[src/rtl/falu16_vec_seq_pkg.sv]
// Shared definitions for the FALU16 vector sequencer: opcodes, alu_ctl bit
// positions, FSM states and the opcode-to-control decoder.
package falu16_seq_pkg;

    localparam logic [2:0] OP_ADD = 3'd0;
    localparam logic [2:0] OP_SUB = 3'd1;
    localparam logic [2:0] OP_MUL = 3'd2;
    localparam logic [2:0] OP_ITF = 3'd3;
    localparam logic [2:0] OP_FTI = 3'd4;
    localparam logic [2:0] OP_MAX = 3'd5;
    localparam logic [2:0] OP_MIN = 3'd6;
    localparam logic [2:0] OP_MOV = 3'd7;

    localparam int CTL_EN  = 7;
    localparam int CTL_ADD = 6;
    localparam int CTL_SUB = 5;
    localparam int CTL_MUL = 4;
    localparam int CTL_ITF = 3;
    localparam int CTL_FTI = 2;
    localparam int CTL_MAX = 1;
    localparam int CTL_MIN = 0;

    typedef enum logic [1:0] {
        ST_IDLE  = 2'd0,
        ST_RUN   = 2'd1,
        ST_DRAIN = 2'd2,
        ST_CPL   = 2'd3
    } state_t;

    // MOV leaves the whole word at zero so the lanes pass op1 through.
    function automatic logic [7:0] op_to_ctl(input logic [2:0] op);
        logic [7:0] ctl;
        ctl = '0;
        case (op)
            OP_ADD:  ctl[CTL_ADD] = 1'b1;
            OP_SUB:  ctl[CTL_SUB] = 1'b1;
            OP_MUL:  ctl[CTL_MUL] = 1'b1;
            OP_ITF:  ctl[CTL_ITF] = 1'b1;
            OP_FTI:  ctl[CTL_FTI] = 1'b1;
            OP_MAX:  ctl[CTL_MAX] = 1'b1;
            OP_MIN:  ctl[CTL_MIN] = 1'b1;
            default: ctl = '0;
        endcase
        if (op != OP_MOV) begin
            ctl[CTL_EN] = 1'b1;
        end
        return ctl;
    endfunction

endpackage

[src/rtl/falu16_vec_seq_if.sv]
// Instruction issue bus between the VPU issue stage (master) and the
// vector sequencer (slave).
interface falu16_vec_seq_if;
    import falu16_seq_pkg::*;

    logic        req_valid;
    logic        req_ready;
    logic [2:0]  req_op;
    logic [4:0]  req_vl;
    logic [4:0]  req_vs1;
    logic [4:0]  req_vs2;
    logic [4:0]  req_vd;
    logic        req_scalar;
    logic [15:0] req_sdata;

    modport master (
        output req_valid,
        output req_op,
        output req_vl,
        output req_vs1,
        output req_vs2,
        output req_vd,
        output req_scalar,
        output req_sdata,
        input  req_ready
    );

    modport slave (
        input  req_valid,
        input  req_op,
        input  req_vl,
        input  req_vs1,
        input  req_vs2,
        input  req_vd,
        input  req_scalar,
        input  req_sdata,
        output req_ready
    );

endinterface

[src/rtl/falu16_vec_seq_mask.sv]
// Writeback lane mask: every lane enabled except in the final group of a
// vector whose length is not a multiple of the lane count.
module falu16_seq_mask
    import falu16_seq_pkg::*;
#(
    parameter int LANES = 4,
    parameter int LW    = $clog2(LANES)
) (
    input  logic             last,
    input  logic [LW-1:0]    tail,
    output logic [LANES-1:0] mask
);

    always_comb begin
        mask = '1;
        if (last && (tail != '0)) begin
            for (int i = 0; i < LANES; i++) begin
                mask[i] = (i < int'(tail));
            end
        end
    end

endmodule

[src/rtl/falu16_vec_seq.sv]
// Vector half-precision sequencer: splits one vector instruction into
// lane-wide groups, reads the VRF, drives the FALU16 lanes, and writes back.
module falu16_vec_seq
    import falu16_seq_pkg::*;
#(
    parameter int LANES    = 4,
    parameter int VLEN_MAX = 16,
    parameter int GRP_W    = 2
) (
    input  logic                  clk,
    input  logic                  rst,
    falu16_vec_seq_if.slave       req,
    output logic                  rd_en,
    output logic [5+GRP_W-1:0]    rd_addr1,
    output logic [5+GRP_W-1:0]    rd_addr2,
    input  logic [16*LANES-1:0]   rd_data1,
    input  logic [16*LANES-1:0]   rd_data2,
    output logic [16*LANES-1:0]   alu_op1,
    output logic [16*LANES-1:0]   alu_op2,
    output logic [7:0]            alu_ctl,
    input  logic [16*LANES-1:0]   alu_res,
    output logic                  wb_valid,
    output logic [5+GRP_W-1:0]    wb_addr,
    output logic [LANES-1:0]      wb_mask,
    output logic [16*LANES-1:0]   wb_data,
    output logic                  busy,
    output logic                  cpl_valid
);

    localparam int LW   = $clog2(LANES);
    localparam int VL_W = 5;

    state_t state;
    state_t state_n;

    logic [2:0]        op_q;
    logic [4:0]        vs1_q;
    logic [4:0]        vs2_q;
    logic [4:0]        vd_q;
    logic              scalar_q;
    logic [15:0]       sdata_q;
    logic [LW-1:0]     tail_q;
    logic [VL_W-1:0]   rem_cnt;
    logic [GRP_W-1:0]  grp;
    logic              drain_cnt;

    logic              s1_valid;
    logic              s1_last;
    logic [GRP_W-1:0]  s1_grp;
    logic [LANES-1:0]  s1_mask;

    logic [VL_W-1:0]   vl_eff;
    logic              accept;
    logic              issue_last;

    assign vl_eff     = (req.req_vl > VL_W'(VLEN_MAX)) ? VL_W'(VLEN_MAX) : req.req_vl;
    assign accept     = req.req_valid && (state == ST_IDLE);
    assign issue_last = (rem_cnt <= VL_W'(LANES));
    assign req.req_ready = (state == ST_IDLE);

    always_ff @(posedge clk) begin
        if (rst) begin
            state <= ST_IDLE;
        end else begin
            state <= state_n;
        end
    end

    always_comb begin
        state_n   = state;
        rd_en     = 1'b0;
        cpl_valid = 1'b0;
        busy      = (state != ST_IDLE);
        case (state)
            ST_IDLE: begin
                if (accept) begin
                    state_n = (vl_eff == '0) ? ST_CPL : ST_RUN;
                end
            end
            ST_RUN: begin
                rd_en = 1'b1;
                if (issue_last) begin
                    state_n = ST_DRAIN;
                end
            end
            ST_DRAIN: begin
                if (drain_cnt) begin
                    state_n = ST_CPL;
                end
            end
            ST_CPL: begin
                cpl_valid = 1'b1;
                state_n   = ST_IDLE;
            end
            default: state_n = ST_IDLE;
        endcase
    end

    assign rd_addr1 = rd_en ? {vs1_q, grp} : '0;
    assign rd_addr2 = rd_en ? {vs2_q, grp} : '0;

    // rem_cnt counts elements still to issue; the group that exhausts it is the tail.
    always_ff @(posedge clk) begin
        if (rst) begin
            op_q      <= '0;
            vs1_q     <= '0;
            vs2_q     <= '0;
            vd_q      <= '0;
            scalar_q  <= 1'b0;
            sdata_q   <= '0;
            tail_q    <= '0;
            rem_cnt   <= '0;
            grp       <= '0;
            drain_cnt <= 1'b0;
        end else begin
            if (accept) begin
                op_q     <= req.req_op;
                vs1_q    <= req.req_vs1;
                vs2_q    <= req.req_vs2;
                vd_q     <= req.req_vd;
                scalar_q <= req.req_scalar;
                sdata_q  <= req.req_sdata;
                tail_q   <= vl_eff[LW-1:0];
                rem_cnt  <= vl_eff;
                grp      <= '0;
            end else if (state == ST_RUN) begin
                grp     <= grp + GRP_W'(1);
                rem_cnt <= rem_cnt - VL_W'(LANES);
            end
            drain_cnt <= (state == ST_DRAIN) ? ~drain_cnt : 1'b0;
        end
    end

    always_ff @(posedge clk) begin
        if (rst) begin
            s1_valid <= 1'b0;
            s1_last  <= 1'b0;
            s1_grp   <= '0;
        end else begin
            s1_valid <= rd_en;
            if (rd_en) begin
                s1_last <= issue_last;
                s1_grp  <= grp;
            end
        end
    end

    // Lane operands are only presented while a group sits in stage 1.
    always_comb begin
        alu_op1 = '0;
        alu_op2 = '0;
        alu_ctl = '0;
        if (s1_valid) begin
            alu_op1 = rd_data1;
            alu_op2 = scalar_q ? {LANES{sdata_q}} : rd_data2;
            alu_ctl = op_to_ctl(op_q);
        end
    end

    falu16_seq_mask #(
        .LANES (LANES),
        .LW    (LW)
    ) u_mask (
        .last (s1_last),
        .tail (tail_q),
        .mask (s1_mask)
    );

    always_ff @(posedge clk) begin
        if (rst) begin
            wb_valid <= 1'b0;
            wb_addr  <= '0;
            wb_mask  <= '0;
            wb_data  <= '0;
        end else begin
            wb_valid <= s1_valid;
            if (s1_valid) begin
                wb_addr <= {vd_q, s1_grp};
                wb_mask <= s1_mask;
                wb_data <= alu_res;
            end
        end
    end

endmodule

[src/flat_wrapper.sv]
// flat-port wrapper written by rule: the top's interface ports become plain ports
module falu16_vec_seq_flat import falu16_seq_pkg::*;
#(
    parameter int LANES    = 4,
    parameter int VLEN_MAX = 16,
    parameter int GRP_W    = 2
)
  (clk, rst, rd_en, rd_addr1, rd_addr2, rd_data1, rd_data2, alu_op1, alu_op2, alu_ctl, alu_res, wb_valid, wb_addr, wb_mask, wb_data, busy, cpl_valid, req_req_valid, req_req_op, req_req_vl, req_req_vs1, req_req_vs2, req_req_vd, req_req_scalar, req_req_sdata, req_req_ready);
  falu16_vec_seq_if req_i ();
  input  logic clk;
  input  logic rst;
  output logic rd_en;
  output logic [5+GRP_W-1:0] rd_addr1;
  output logic [5+GRP_W-1:0] rd_addr2;
  input  logic [16*LANES-1:0] rd_data1;
  input  logic [16*LANES-1:0] rd_data2;
  output logic [16*LANES-1:0] alu_op1;
  output logic [16*LANES-1:0] alu_op2;
  output logic [7:0] alu_ctl;
  input  logic [16*LANES-1:0] alu_res;
  output logic wb_valid;
  output logic [5+GRP_W-1:0] wb_addr;
  output logic [LANES-1:0] wb_mask;
  output logic [16*LANES-1:0] wb_data;
  output logic busy;
  output logic cpl_valid;
  input wire logic [$bits(req_i.req_valid)-1:0] req_req_valid;
  input wire logic [$bits(req_i.req_op)-1:0] req_req_op;
  input wire logic [$bits(req_i.req_vl)-1:0] req_req_vl;
  input wire logic [$bits(req_i.req_vs1)-1:0] req_req_vs1;
  input wire logic [$bits(req_i.req_vs2)-1:0] req_req_vs2;
  input wire logic [$bits(req_i.req_vd)-1:0] req_req_vd;
  input wire logic [$bits(req_i.req_scalar)-1:0] req_req_scalar;
  input wire logic [$bits(req_i.req_sdata)-1:0] req_req_sdata;
  output wire logic [$bits(req_i.req_ready)-1:0] req_req_ready;
  assign req_i.req_valid = req_req_valid;
  assign req_i.req_op = req_req_op;
  assign req_i.req_vl = req_req_vl;
  assign req_i.req_vs1 = req_req_vs1;
  assign req_i.req_vs2 = req_req_vs2;
  assign req_i.req_vd = req_req_vd;
  assign req_i.req_scalar = req_req_scalar;
  assign req_i.req_sdata = req_req_sdata;
  assign req_req_ready = req_i.req_ready;
  falu16_vec_seq #(.LANES(LANES), .VLEN_MAX(VLEN_MAX), .GRP_W(GRP_W)) u_core (.clk(clk), .rst(rst), .req(req_i), .rd_en(rd_en), .rd_addr1(rd_addr1), .rd_addr2(rd_addr2), .rd_data1(rd_data1), .rd_data2(rd_data2), .alu_op1(alu_op1), .alu_op2(alu_op2), .alu_ctl(alu_ctl), .alu_res(alu_res), .wb_valid(wb_valid), .wb_addr(wb_addr), .wb_mask(wb_mask), .wb_data(wb_data), .busy(busy), .cpl_valid(cpl_valid));
endmodule
[config.mk]
export PLATFORM = sky130hd
export DESIGN_NAME = falu16_vec_seq_flat
export DESIGN_NICKNAME = d
export VERILOG_FILES = /design/src/rtl/falu16_vec_seq_pkg.sv /design/src/rtl/falu16_vec_seq_if.sv /design/src/rtl/falu16_vec_seq_mask.sv /design/src/rtl/falu16_vec_seq.sv /design/src/flat_wrapper.sv
export SDC_FILE = /design/constraint.sdc
export NUM_CORES = 1
export LEC_CHECK = 0
export CAP_MARGIN = 5
export CORE_AREA = 4 4 177 179
export DETAILED_ROUTE_END_ITERATION = 12
export DIE_AREA = 0 0 181 183
export PLACE_DENSITY = 0.61
export SYNTH_ARGS = -nofsm -noshare
export SYNTH_HDL_FRONTEND = slang
export SYNTH_SLANG_ARGS = --single-unit
export TNS_END_PERCENT = 1
[constraint.sdc]
create_clock -name clk -period 4.1 [get_ports clk]
set_input_delay 0.82 -clock clk [delete_from_list [all_inputs] [get_ports clk]]
set_output_delay 0.82 -clock clk [all_outputs]
set_load 0.05 [all_outputs]
==> impl_metrics.ini <==
[worst_setup_path]
crit_type = flip-flop to primary output
path_cells = buf_4 > nand2_1 > a21oi_1 > clkdlybuf4s50_1
critPathMaxFanout = 52
end_kind = primary output
crit_path_start_kind = flip-flop
critical_path.startpoint = u_core.scalar_q
cp_slowest_cell = dfxtp_2
crit-reg2reg-launch = u_core.state[0]
max_stage_delay_ps = 820
reg2reg_setup_slack_ps = 2130
crit_required_ps = 3280
crit_arrival_ps = 2800

[power_and_ir_drop]
p_int_mw = 3.60
pwr-share-seq = 0.254
combPwrFrac = 0.476
power_leakage_nw = 4.23
p_total_mw = 6.18
powerDensity_mw_per_mm2 = 532
switchingPower_mw = 2.58
peakVddDrop_mv = 0.332
swShare = 0.417
clockPowerShare = 0.271

[clock_network]
cts_tree = done
cts_root_buf = clkbuf_16
cts_hold_buf = 0
cts_buffer_depth = 2
cts_inserted_buffers = 17
clock-sinks = 127
clk_pin_slew_worst_paths_ps = 60
postCtsSetupBuffers = 0
postCtsResizedCells = 0
htreeDepth = 4
insertion_delay_ps = 420

[logic_synthesis]
synth.yosys.seq_area_share = 0.424
synth_warnings = 0
synth_area_per_cell_um2 = 8.07
synth-simple-area-share = 0.282
synthMuxAreaShare = 0.118
synth_top_area_frac = 0.424
ys_top_cells_by_area = dfxtp_1 (42%), mux2i_1 (12%), a21oi_1 (9.2%), and2_1 (7.9%), nand2b_1 (7.1%)
synth-compound-area-share = 0.106
syn_nets = 986
synthAdderAreaFrac = 0.0146
synth.largest_area_cell = dfxtp_1
syn_area_mm2 = 0.00600
ys_seq_elements = 127
synth_cell_types = 31
synth_top_family_by_area = simple AND/OR/NAND/NOR gates
syn_inst = 744
synth-xor-area-share = 0.00730

[job]
drv_cap = 0

[die]
top_level_ports = 465
die_x_um = 181
start_util = 0.203
die_h_um = 183
coreArea_mm2 = 0.0296
dieArea_mm2 = 0.0331
row_count = 63

[drt]
postRouteAntennaNets = 0
via_per_inst = 4.08
drc_errors = 0
dr.pass1.iters = 6
drt-initial-drc-count = 286
post_drt_wl_per_cell_um = 16.8
via_count = 6455
routed_wirelength_mm = 26.5

[grt]
track_usage = 0.150
grt_first_pass_wirelength_mm = 39.0
grt_pass1_vias = 6462
grt_max_degree = 117
overflow = 0
antenna_found_initial = 4

[final_layout]
layout.nets = 1421
post-route-cell-area_mm2 = 0.0116
area_growth_pct = 93.6
drive_gt1_frac = 0.0428
diodes = 0

[placed_design]
place_area_mm2 = 0.0110
place_hpwl_mm = 20.3
place_congestion = 0.970
portBuffers = 464

[timing]
slew-limit-headroom = 0.424
fin_crit_ps = 3620
tns_ps = 0
setup_viol = 0
clock.fmax_mhz = 276
worst-slew-pin-transition_ps = 864
hold_violations = 0
fin_crit_sh = 0.884
rsz0062_at_grt = no
slew_violations = 0
worst_clock_skew_ps = 14.4

[outcome]
status = finished, final reports clean

[min_path]
min-delay-start = u_core.vs2_q[3]
min_path_type = flip-flop to flip-flop
flip-flops by register name (all words and copies together), names as in the netlist:
signal / count
u_core.sdata_q: 16
u_core.scalar_q: 1
u_core.wb_valid: 1
u_core.wb_mask: 4
u_core.s1_last: 1
u_core.s1_valid: 1
u_core.tail_q: 2
u_core.grp: 2
u_core.wb_data: 64
u_core.vd_q: 5
u_core.state: 2
u_core.op_q: 3
u_core.vs2_q: 5
u_core.wb_addr: 7
u_core.rem_cnt: 5
u_core.vs1_q: 5
u_core.drain_cnt: 1
u_core.s1_grp: 2
metal layers:
layer,wire length [um],share of wire,global-route usage
met5,0,0,0
met4,280,0.011,0.0336
met3,1760,0.066,0.0456
met2,12400,0.47,0.243
met1,12100,0.46,0.199
cell usage in the layout, fill, tap and decap left out, drive strengths merged, types with 3 or more instances in the layout:
master | Yosys | final
clkbuf | 33 | 19
nand2b | 68 | 68
dfxtp | 127 | 127
a211oi | 3 | 3
and2 | 76 | 76
buf | 25 | 11
inv | 9 | 11
clkinvlp | 0 | 4
nand2 | 101 | 101
xnor2 | 3 | 3
bufinv | 0 | 5
mux2i | 71 | 71
ha | 7 | 7
a21oi | 110 | 110
nor2 | 89 | 89
nor3 | 4 | 4
clkdlybuf4s50 | 0 | 463
path summary, 6_finish.rpt:
kind | to | depth (start not counted)
setup / recovery | alu_op2[18] | 4
hold / removal | u_core.vs2_q[3] | 2
setup reg to reg | u_core.tail_q[1] | 7
hold reg to reg | u_core.vs2_q[3] | 2
worst max-delay path: cells and delay by family (launching register included):
kind	cells	cell delay (ps)
buffers and inverters	2	1210
DFF	1	820
and+or+nand+nor	1	170
AOI/OAI and AO/OA	1	180
area by class of cell:
cell class                 count  area [um^2]
clock buffer                  19          433
timing repair buffer         474         4730
sequential                   127         2550
tap                          390          488
multi-input combinational    550         3170
fill                        2958        17900
clock inverter                13          211
inverter                       9         33.8
metrics by stage:
step,std cells,util,setup WS (ps),hold WS (ps)
after CTS,1582,0.393,411,452
after floorplan,744,-,1310,432
final,1582,0.393,478,449
after detailed placement,1550,0.371,877,444
after global placement,1550,0.371,862,438
after global routing,1582,0.393,234,472
kinds of logic (layout without fill, tap and decap cells):
group | Yosys count | after routing
AND/OR/NAND/NOR | 345 | 345
flip-flops | 127 | 127
AO/OA/AOI/OAI | 122 | 122
multiplexers | 71 | 71
buffers and inverters | 67 | 515
adder cells (fa/ha/maj) | 7 | 7
XOR/XNOR | 5 | 5
cell usage after synthesis:
| cell type | count |
|---|---|
| nor2b_1 | 1 |
| or3b_4 | 1 |
| buf_1 | 4 |
| a21oi_1 | 110 |
| o21ai_1 | 1 |
| ha_1 | 7 |
| o211ai_1 | 1 |
| mux2i_1 | 71 |
| nor3_1 | 4 |
| nor2_1 | 89 |
| nand3_1 | 1 |
| dfxtp_1 | 127 |
| inv_2 | 2 |
| or2_4 | 1 |
| o211a_2 | 1 |
| o22ai_1 | 2 |
| a311oi_1 | 2 |
| xor2_1 | 2 |
| inv_1 | 7 |
| buf_4 | 4 |
| a31oi_1 | 2 |
| clkbuf_1 | 33 |
| xnor2_1 | 3 |
| nor4_1 | 1 |
| and2_1 | 76 |
| nand2_1 | 101 |
| a211oi_1 | 3 |
| nand2b_1 | 68 |
| buf_2 | 17 |
| nand4b_1 | 1 |
| nand3_2 | 1 |
power groups by stage:
stage | Sequential (mW) | Clock, mW | Combinational [mW]
finish | 1.57 | 1.67 | 2.94
global route | 1.59 | 1.79 | 3.14
CTS | 1.57 | 1.75 | 2.98
detailed placement | 1.59 | 0 | 2.97
global placement | 1.59 | 0 | 2.96
floorplan | 1.90 | 0 | 1.59
Power figures use the tool's default switching activity.
